$ cat config.mk
export PLATFORM = sky130hd
export DESIGN_NAME = l2_stream_pointer
export DESIGN_NICKNAME = d
export VERILOG_FILES = /design/src/rtl/l2_stream_pointer.sv
export SDC_FILE = /design/constraint.sdc
export NUM_CORES = 1
export LEC_CHECK = 0
export ABC_CLOCK_PERIOD_IN_PS = 6100
export BUFFER_PORTS_ARGS = -buffer_cell sky130_fd_sc_hd__buf_2
export CAP_MARGIN = 20
export CELL_PAD_IN_SITES_DETAIL_PLACEMENT = 0
export CELL_PAD_IN_SITES_GLOBAL_PLACEMENT = 2
export CORE_ASPECT_RATIO = 1.4
export CORE_UTILIZATION = 38
export CTS_CLUSTER_DIAMETER = 100
export CTS_CLUSTER_SIZE = 20
export DETAILED_ROUTE_END_ITERATION = 8
export PLACE_DENSITY = 0.87
export SLEW_MARGIN = 20
export SYNTH_ARGS = -nofsm -noshare
export SYNTH_HDL_FRONTEND = slang
export SYNTH_SLANG_ARGS = --single-unit
export TNS_END_PERCENT = 20
$ cat constraint.sdc
create_clock -name clk -period 6.1 [get_ports clk]
set_clock_uncertainty 0.15 [all_clocks]
set_input_delay 0 -clock clk [delete_from_list [all_inputs] [get_ports clk]]
set_output_delay 0 -clock clk [all_outputs]
set_load 0.02 [all_outputs]
$ cat src/rtl/l2_stream_pointer.sv
// Pointer/credit controller for one L2 stream buffer of l2_ncl lines.
// Optional simulation checks are enabled by defining L2_STREAM_PTR_ASSERT_EN.
module l2_stream_pointer #(
  parameter int unsigned addr_width   = 64,
  parameter int unsigned l2_ncl       = 256,
  parameter int unsigned l2_ncl_width = $clog2(l2_ncl),
  parameter int unsigned cl_bytes     = 128
) (
  input  logic                    clk,
  input  logic                    reset,
  input  logic                    i_rst_v,
  output logic                    i_rst_r,
  input  logic [addr_width-1:0]   i_rst_ea_b,
  input  logic [addr_width-1:0]   i_rst_ea_e,
  output logic                    o_rst_v,
  input  logic                    o_rst_r,
  output logic                    o_rst_end,
  input  logic                    i_rd_v,
  output logic                    i_rd_r,
  output logic                    o_addr_v,
  input  logic                    o_addr_r,
  output logic [l2_ncl_width-1:0] o_addr_ptr,
  output logic                    o_req_v,
  input  logic                    o_req_r,
  input  logic                    i_rsp_v,
  output logic                    i_rsp_r
);

  localparam int unsigned cl_shift = $clog2(cl_bytes);
  localparam int unsigned cnt_w    = addr_width - cl_shift;

  typedef logic [cnt_w-1:0] cnt_t;

  localparam cnt_t ncl_lines = cnt_t'(l2_ncl);

  cnt_t                    total;
  cnt_t                    issued;
  cnt_t                    received;
  cnt_t                    consumed;
  logic [l2_ncl_width-1:0] wr_ptr;
  logic [l2_ncl_width-1:0] rd_ptr;
  logic                    active;

  cnt_t line_b;
  cnt_t line_e;
  cnt_t in_flight;
  logic avail;
  logic done;
  logic rst_acc;
  logic rd_acc;
  logic req_acc;
  logic rsp_acc;

  assign line_b    = cnt_t'(i_rst_ea_b >> cl_shift);
  assign line_e    = cnt_t'(i_rst_ea_e >> cl_shift);
  assign in_flight = issued - consumed;
  assign avail     = received > consumed;
  assign done      = consumed == total;

  assign i_rst_r = (issued == received) & ~o_rst_v;
  assign i_rd_r  = active & ~i_rst_v & ~o_addr_v & ~o_rst_v & (avail | done);
  assign o_req_v = active & (issued < total) & (in_flight < ncl_lines);
  assign i_rsp_r = 1'b1;

  assign rst_acc = i_rst_v & i_rst_r;
  assign rd_acc  = i_rd_v & i_rd_r;
  assign req_acc = o_req_v & o_req_r;
  // Responses with nothing outstanding are stray and must not move the counters.
  assign rsp_acc = i_rsp_v & (issued != received);

  always_ff @(posedge clk or negedge reset) begin
    if (!reset) begin
      total      <= '0;
      issued     <= '0;
      received   <= '0;
      consumed   <= '0;
      wr_ptr     <= '0;
      rd_ptr     <= '0;
      active     <= 1'b0;
      o_rst_v    <= 1'b0;
      o_rst_end  <= 1'b0;
      o_addr_v   <= 1'b0;
      o_addr_ptr <= '0;
    end else begin
      if (rst_acc) begin
        total    <= (line_e > line_b) ? (line_e - line_b) : '0;
        issued   <= '0;
        received <= '0;
        consumed <= '0;
        wr_ptr   <= '0;
        rd_ptr   <= '0;
        active   <= 1'b1;
      end else begin
        if (req_acc) issued <= issued + cnt_t'(1);
        if (rsp_acc) begin
          received <= received + cnt_t'(1);
          wr_ptr   <= wr_ptr + 1'b1;
        end
        if (rd_acc && avail) begin
          consumed <= consumed + cnt_t'(1);
          rd_ptr   <= rd_ptr + 1'b1;
        end
      end

      // A read that finds nothing buffered can only mean the stream is finished.
      if (rst_acc) begin
        o_rst_v   <= 1'b1;
        o_rst_end <= 1'b0;
      end else if (rd_acc && !avail) begin
        o_rst_v   <= 1'b1;
        o_rst_end <= 1'b1;
      end else if (o_rst_r) begin
        o_rst_v   <= 1'b0;
      end

      if (rd_acc && avail) begin
        o_addr_v   <= 1'b1;
        o_addr_ptr <= rd_ptr;
      end else if (o_addr_r) begin
        o_addr_v   <= 1'b0;
      end
    end
  end

`ifdef L2_STREAM_PTR_ASSERT_EN
  logic                    addr_stall_q;
  logic [l2_ncl_width-1:0] addr_ptr_q;

  always_ff @(posedge clk or negedge reset) begin
    if (!reset) begin
      addr_stall_q <= 1'b0;
      addr_ptr_q   <= '0;
    end else begin
      addr_stall_q <= o_addr_v & ~o_addr_r;
      addr_ptr_q   <= o_addr_ptr;
    end
  end

  always_ff @(posedge clk) begin
    if (reset) begin
      if (i_rsp_v && (issued == received))
        $error("l2_stream_pointer: response with nothing outstanding");
      if (in_flight > ncl_lines)
        $error("l2_stream_pointer: occupancy above l2_ncl");
      if (!((consumed <= received) && (received <= issued) && (issued <= total)))
        $error("l2_stream_pointer: counter ordering broken");
      if (addr_stall_q && (o_addr_ptr != addr_ptr_q))
        $error("l2_stream_pointer: o_addr_ptr moved while stalled");
    end
  end
`endif

endmodule

# Yosys cells after proc, flatten, opt, wreduce, memory -nomap -nowiden
# Index checks and enable logic that the tools add are counted.
[word_totals]
regBits = 248
latchBits = 0
mem_bits_rw = 0
romBits = 0
in_bits = 136
out_inout_bits = 15
wordCells = 63
mem_count = 0
[op_classes]
addsub = 6
mul = 0
n_div = 0
magnitude_cmp = 4
eq_ne = 3
n_shift = 0
mux = 16
bitwise = 15
reduce_logical = 9
[ops]
columns = ["operator", "count"]
rows = [
  ["2-to-1 mux 57 bit", 7],
  ["adder 57 x 1 -> 57 bit (second input constant)", 3],
  ["equality test 57 bit", 2],
  ["greater-than comparator 57 bit", 2],
  ["subtractor 57 bit", 2],
  ["less-than comparator 57 bit", 1],
  ["less-than comparator 57 x 9 -> 1 bit (second input constant)", 1],
  ["!= test 57 bit", 1],
  ["2-to-1 mux 8 bit", 2],
  ["bitwise AND 1 bit", 11],
  ["nonzero test 2 bit", 5],
  ["adder 8 x 1 -> 8 bit (second input constant)", 1],
  ["2-to-1 mux 1 bit", 7],
  ["inverter 1 bit", 3],
  ["nonzero test 3 bit", 1],
  ["logical AND 1 bit", 2],
  ["logical NOT 1 bit", 1],
  ["OR 1 bit", 1],
]

# Logic depth before layout (Yosys ltp)
# Gate-level depths: netlist of the first run.
[depth]
ltp_word = 9
mapped_depth = 18
mapped_depth_nobuf = 16

# Least setup slack after synthesis of the first run
# No wires, ideal clock.
[synth_timing]
path_type = "register to register"
startpoint = "register consumed[2]"
endpoint = "register issued[49]"
arrival_time_ns = 4.165
t_required_ns = 5.871
setup_slack_ns = 1.706
path_stages_with_launch = 19
path_cell_list = "dfrtp_1 clkbuf_1 inv_1 ha_1 a21o_1 a31oi_1 o21a_1 o41a_4 or4_1 a31oi_1 nor2_1 xnor2_1 or3_1 or4_1 buf_2 buf_6 buf_6 nor3_2 mux2i_1"
[synth_between]
elab_chain_len = 5
[synth_lines]
columns = ["item", "line_no", "source"]
rows = [
  ["from (decl)", "39", "cnt_t consumed;"],
  ["from (signal assigned)", "100", "consumed <= consumed + cnt_t'(1);"],
  ["subtractor 57 bit", "56", "assign in_flight = issued - consumed;"],
  ["less-than comparator 57 x 9 -> 1 bit", "62", "assign o_req_v = active & (issued < total) & (in_flight < ncl_lines);"],
  ["bitwise AND 1 bit", "62", ""],
  ["bitwise AND 1 bit", "67", "assign req_acc = o_req_v & o_req_r;"],
  ["nonzero test 2 bit (no line)", "-", ""],
  ["to (signal assigned)", "94", "if (req_acc) issued <= issued + cnt_t'(1);"],
  ["to (decl)", "37", "cnt_t issued;"],
]
# Every way passes these cells.
# A chain may end at the register's enable or synchronous reset.

# Worst setup path in the final report of the first run
[layout_timing]
startpoint = "register consumed[29]"
endpoint = "output o_req_v"
[layout_between]
elab_chain_len = 3
[layout_lines]
columns = ["item", "line_no", "source"]
rows = [
  ["subtractor 57 bit", "56", ""],
  ["less-than comparator 57 x 9 -> 1 bit", "62", ""],
  ["bitwise AND 1 bit", "62", ""],
  ["to (decl)", "23", "output logic o_req_v,"],
]
# Every way passes these cells.

==> metrics, run 1 <==
run status=finished clean; WL/cell=about 22 microns; Sequential Power Share=0.444; placed cells=3835; setup bufs post-CTS=0; Util after Layout=0.434; Critical Path End Type=primary output; Setup WS post-layout=0.419 ns; GRT overflow=0; commonest non-fill, non-tap cell in the layout=nand2_1; PwrDens=148 nW/um^2; Place WS=0.677 ns; Initial DRC Count=1464; Hold Buf Count CTS=125; vias in the first global route=23000; final setup fails=0; worst-skew pair later-pin latency=between 0.5 and 0.6 ns; Syn Nets=about 3300; FP Rows=108; crit start category=flip-flop; initial antenna violation count=0; layout cells sized above 1=0.0752; Final Hold Slack=0.000350 ns; Nets=3519; via density per instance=5.76; Port Buffers=135; Finished Cell Area=26900 sq um; relative slew slack=0.255; VDD IR max=116 uV; static leakage=12.0 nW; Root Buffer Master=clkbuf_16; top_reg_cell synth=dfrtp_1; Die Area=63400 sq um; Avg Cell Area, Syn=7.99 sq um; Seq/Total Area, Yosys=0.262; Initial Util=0.383; overall die width=213 microns; sw frac=0.334; die height=297 microns; CTS tree=built; Max Fclk=0.176 GHz; ANT cells=0; pin slew with the least headroom to its limit=1.11 ns; Tot Pwr=3.99 mW; DR DRC count=0; Routed Antenna Nets=0; CTS clk-pin slew, worst paths=0.10 ns; Yosys warnings=0; max-slew violation count=0; Required @ worst endpoint=5.95 ns; largest net degree at the start of global routing=160; CTS Buf Count=16; drt first pass iters=5; Yosys reg bits=248; post-cts sizing count=0; Ports=151; most frequent cells in the layout=290 x nand2_1, 248 x dfrtp_1, 229 x ha_1; worst min path class=input pin to flip-flop; DR vias=22900; Max Cap Viol=0; EDFF count, synth=0; Power Internal=~2.7 mW; htree depth=1; fin crit share=0.931; first-pass GRT wire length=133 mm; Core Region=61900 sq um; Final HPWL DP=69.8 mm; Logic pwr share=0.279; Final Hold Vio Count=0; Non-Filler Instances=3978; RSZ-0062 raised after global routing=false; crit path DAT=5.53 ns; gpl congestion=0.974; P&R area growth vs syn=13.4%; Post-DP Area=25200 sq um; CTS sink cnt=248; Synth Cell Area=23700 sq um; GR Util All Layers=0.275; Net Switching=1.33 mW; worst setup path class=flip-flop to primary output; clock share of power=0.276; post-synth cell types=84; Syn Inst Count=2966; CTS Buffer Depth=3; setup_tns=0 ns; min cycle time layout=5.68 ns; Routed WL=87.1 mm; crit path max fanout=6; ys async rst share=1.00
layout make-up:
type | count | area, sq um
clock buffer | 16 | 400
clock inverter | 2 | 32.5
fill | 6392 | 35000
inverter | 217 | 815
multi-input combinational | 2377 | 16200
sequential | 248 | 6210
tap | 825 | 1030
timing repair buffer | 293 | 2240
critical path: stages (launching register included):
cell      delay [ns]
dfrtp_1         0.48
inv_1           0.17
ha_1            0.42
a21oi_1         0.41
nor2_1          0.12
or4_1           0.63
or3_1           0.39
nor3_1          0.12
and3_1          0.17
nand4_1         0.09
nor4b_1         0.41
nor4b_1         0.42
nand4b_1        0.17
or4_1           0.60
nor3_1          0.17
buf_2           0.20
logic make-up (layout without fill, tap and decap cells):
kind of cell    Yosys count  after routing  synth area share
xor+xnor                251            251            0.0928
flops                   248            248             0.262
compound gates          696            696             0.187
simple gates           1126           1126             0.249
other cells               1              1          0.000158
buf+inv                 341            528            0.0570
fa+ha+maj               230            230             0.122
mux                      73             73            0.0308
registers in the layout, summed over array words and instances, names as in the netlist:
| register | cells |
|---|---|
| active | 1 |
| o_rst_v | 1 |
| issued | 57 |
| consumed | 57 |
| rd_ptr | 8 |
| total | 57 |
| received | 57 |
| o_rst_end | 1 |
| o_addr_v | 1 |
| o_addr_ptr | 8 |
path summary, 6_finish.rpt:
kind,from,end,slack [ns],cells past startpoint
max,consumed[29]$_DFFE_PN0P_,o_req_v,0.42,15
min,i_rst_ea_e[63],total[56]$_DFFE_PN0P_,0.0004,4
max reg2reg,consumed[27]$_DFFE_PN0P_,issued[45]$_DFFE_PN0P_,0.51,14
min reg2reg,o_addr_ptr[1]$_DFFE_PN0P_,o_addr_ptr[1]$_DFFE_PN0P_,0.32,2
max in group asynchronous,reset,rd_ptr[1]$_DFFE_PN0P_,4.26,4
min in group asynchronous,reset,consumed[49]$_DFFE_PN0P_,0.37,3
Yosys cell counts, types with 84 or more instances:
cell type,instances,area (sq um)
xnor2_1,157,1380
a21o_1,84,631
clkbuf_1,84,315
ha_1,229,2870
nor2_1,182,683
a21oi_1,215,1080
nand3_1,105,526
nand4_1,134,838
inv_1,217,815
xor2_1,94,823
dfrtp_1,248,6210
o21ai_0,112,561
nand2_1,291,1090
metal layers:
metal	global-route usage	vias to the layer above	wire, microns
met1	0.336	11000	35500
met2	0.463	673	42000
met5	0	-	0
met4	0.187	0	6680
li1	-	11100	-
met3	0.0133	214	2930
power by group through the flow:
stage	clock (mW)	sequential [mW]	combinational, mW
after floorplan	0	1.77	0.669
after global placement	0	1.80	0.978
after detailed placement	0	1.80	0.993
after CTS	1.14	1.77	1.10
after global routing	1.20	1.78	1.22
final	1.10	1.77	1.11
(Power assumes the default switching activity.)
==> run 2: changes to the inputs <==
==> constraint.sdc (replaced) <==
create_clock -name clk -period 6.1 [get_ports clk]
set_clock_uncertainty 0.15 [all_clocks]
set_input_delay 0.305 -clock clk [delete_from_list [all_inputs] [get_ports clk]]
set_output_delay 0.305 -clock clk [all_outputs]
set_load 0.02 [all_outputs]
==> run 2 against run 1 <==
First-iteration DRC count grew 5.1%. Final area decreased by 4.4%. Hold slack improved by 0.028 ns. Via count fell by 1.9%. Flip-flop and latch count did not move. Die area did not move. Count of clock-buffer cells in the layout up 1. Core utilization is 1.9 points lower. Wire length increased by 0.37%. Critical path depth did not move. Setup slack lost 0.15 ns. Combinational power fell by 9%.
==> metrics, run 2 (synthesis gave the netlist of run 1 again) <==
run status=finished clean; Fillers=6468 (+1.2%); Required @ worst endpoint=5.64 ns (-0.31 ns); Routed Antenna Nets=0 (unchanged); Core Region=61900 sq um (unchanged); die height=297 microns (unchanged); htree depth=1 (unchanged); gpl congestion=1.01 (+3.2%); fin crit share=0.957 (+0.0254); CTS clk-pin slew, worst paths=0.09 ns (about the same); first-pass GRT wire length=133 mm (+0.20%); Critical Path End Type=primary output; vias in the first global route=22200 (-3.5%); GR Util All Layers=0.277 (+0.00156); largest net degree at the start of global routing=142 (-11%); Root Buffer Master=clkbuf_16; layout cells sized above 1=0.0785 (+0.00330); max-slew violation count=0 (unchanged); Non-Filler Instances=3858 (-3.0%); P&R area growth vs syn=8.42%; FF/Latch Area=6210 sq um (unchanged); area of the multi-input gates=16200 sq um (unchanged); DR vias=22500 (-1.9%); crit path max fanout=6 (unchanged); crit path DAT=5.38 ns (-0.15 ns); Max Cap Viol=0 (unchanged); Initial Util=0.383 (unchanged); pin slew with the least headroom to its limit=1.08 ns (-0.0285 ns); WL/cell=22.7 microns (+3.5%); Nets=3399 (-3.4%); CTS Buffer Depth=3 (unchanged); FF-to-FF setup slack=0.57 ns (+0.06 ns); DR DRC count=0 (unchanged); most frequent cells in the layout=290 x nand2_1, 248 x dfrtp_1, 229 x ha_1; static leakage=11.5 nW (-4.1%); ANT cells=0 (unchanged); setup_tns=0 ns (unchanged); Tot Pwr=3.90 mW (-2.2%); Max Fclk=0.171 GHz (-2.7%); GRT overflow=0 (unchanged); worst min path class=input pin to flip-flop; min cycle time layout=5.84 ns (+0.155 ns); worst setup path class=flip-flop to primary output; relative slew slack=0.279 (+0.0240); PwrDens=152 nW/um^2 (+2.3%); initial antenna violation count=0 (unchanged); commonest non-fill, non-tap cell in the layout=nand2_1; RSZ-0062 raised after global routing=false; CTS tree=built; Post-DP Area=25200 sq um (+0.16%); Port Buffers=135 (unchanged); drt first pass iters=7 (+2); worst-skew pair later-pin latency=0.53 ns (-0.02 ns); Routed WL=87.4 mm (+0.37%); via density per instance=5.83 (+1.2%); overall die width=213 microns (unchanged); Finished Cell Area=25700 sq um (-4.4%); placed cells=3837 (+0.052%); final setup fails=0 (unchanged); Final HPWL DP=71.3 mm (+2.1%); Die Area=63400 sq um (unchanged); VDD IR max=135 uV (+17%); CTS Buf Count=16 (unchanged); crit start category=flip-flop; CTS sink cnt=248 (unchanged); Ports=151 (unchanged); FP Rows=108 (unchanged); Final Hold Vio Count=0 (unchanged); Initial DRC Count=1538 (+5.1%)
==> run 2: routing by layer <==
metal / vias up / global-route usage / routed length, microns
met5: - / 0 / 0
met4: 0 / 0.158 / 5630
met3: 170 / 0.0166 / 3030
met2: 657 / 0.473 / 42700
met1: 10800 / 0.341 / 36100
li1: 10800 / - / -
==> run 2: final cells by class <==
class | instances | area share
clock buffers | 17 | 0.0166
clock inverters | 1 | 0.000633
inverters | 217 | 0.0317
multi-input cells | 2377 | 0.629
flip-flops and latches | 248 | 0.242
well taps | 825 | 0.0402
repair buffers | 173 | 0.0405
==> run 2: through the flow <==
stage / setup WS (ns) / hold WS [ns] / util
final: 0.264 / 0.0286 / 0.415
after floorplan: 1.49 / -0.141 / -
after global routing: 0.0258 / 0.0561 / 0.415
after global placement: 0.729 / 0.264 / 0.407
after detailed placement: 0.694 / 0.282 / 0.407
after CTS: 0.101 / 0.0176 / 0.415
==> run 2: path summary, 6_finish.rpt <==
check | start | end | cells after the start
worst max-delay path | consumed[22]$_DFFE_PN0P_ | o_req_v | 15
worst min-delay path | i_rst_ea_b[7] | total[0]$_DFFE_PN0P_ | 3
worst max register to register | consumed[27]$_DFFE_PN0P_ | issued[22]$_DFFE_PN0P_ | 14
worst min register to register | o_addr_ptr[4]$_DFFE_PN0P_ | o_addr_ptr[4]$_DFFE_PN0P_ | 2
max in group asynchronous | reset | o_addr_ptr[1]$_DFFE_PN0P_ | 3
min in group asynchronous | reset | received[49]$_DFFE_PN0P_ | 2
==> run 2: where the power goes <==
| part | internal, mW | total, mW | switching (mW) |
|---|---|---|---|
| clock network | 0.504 | 1.12 | 0.613 |
| registers | 1.69 | 1.77 | 0.0889 |
| logic | 0.400 | 1.01 | 0.609 |
==> run 2: critical path, stage by stage (launching register included) <==
cell	delay, ns
dfrtp_1	0.41
inv_1	0.24
ha_1	0.38
a21oi_1	0.43
o22ai_1	0.12
or4_1	0.61
or3_1	0.37
nor3_1	0.12
and3_1	0.17
nand4_1	0.09
nor4b_1	0.44
nor4b_2	0.37
nand4b_1	0.13
or4_1	0.60
nor3_1	0.18
buf_2	0.20
==> run 2: timing repair <==
item | CTS | global route
buffers inserted | 0 | 0
hold buffers | 3 | 0
endpoints found under the hold margin | 109 | 0
endpoints found under the setup margin | 0 | 1
resized for setup | 0 | 1
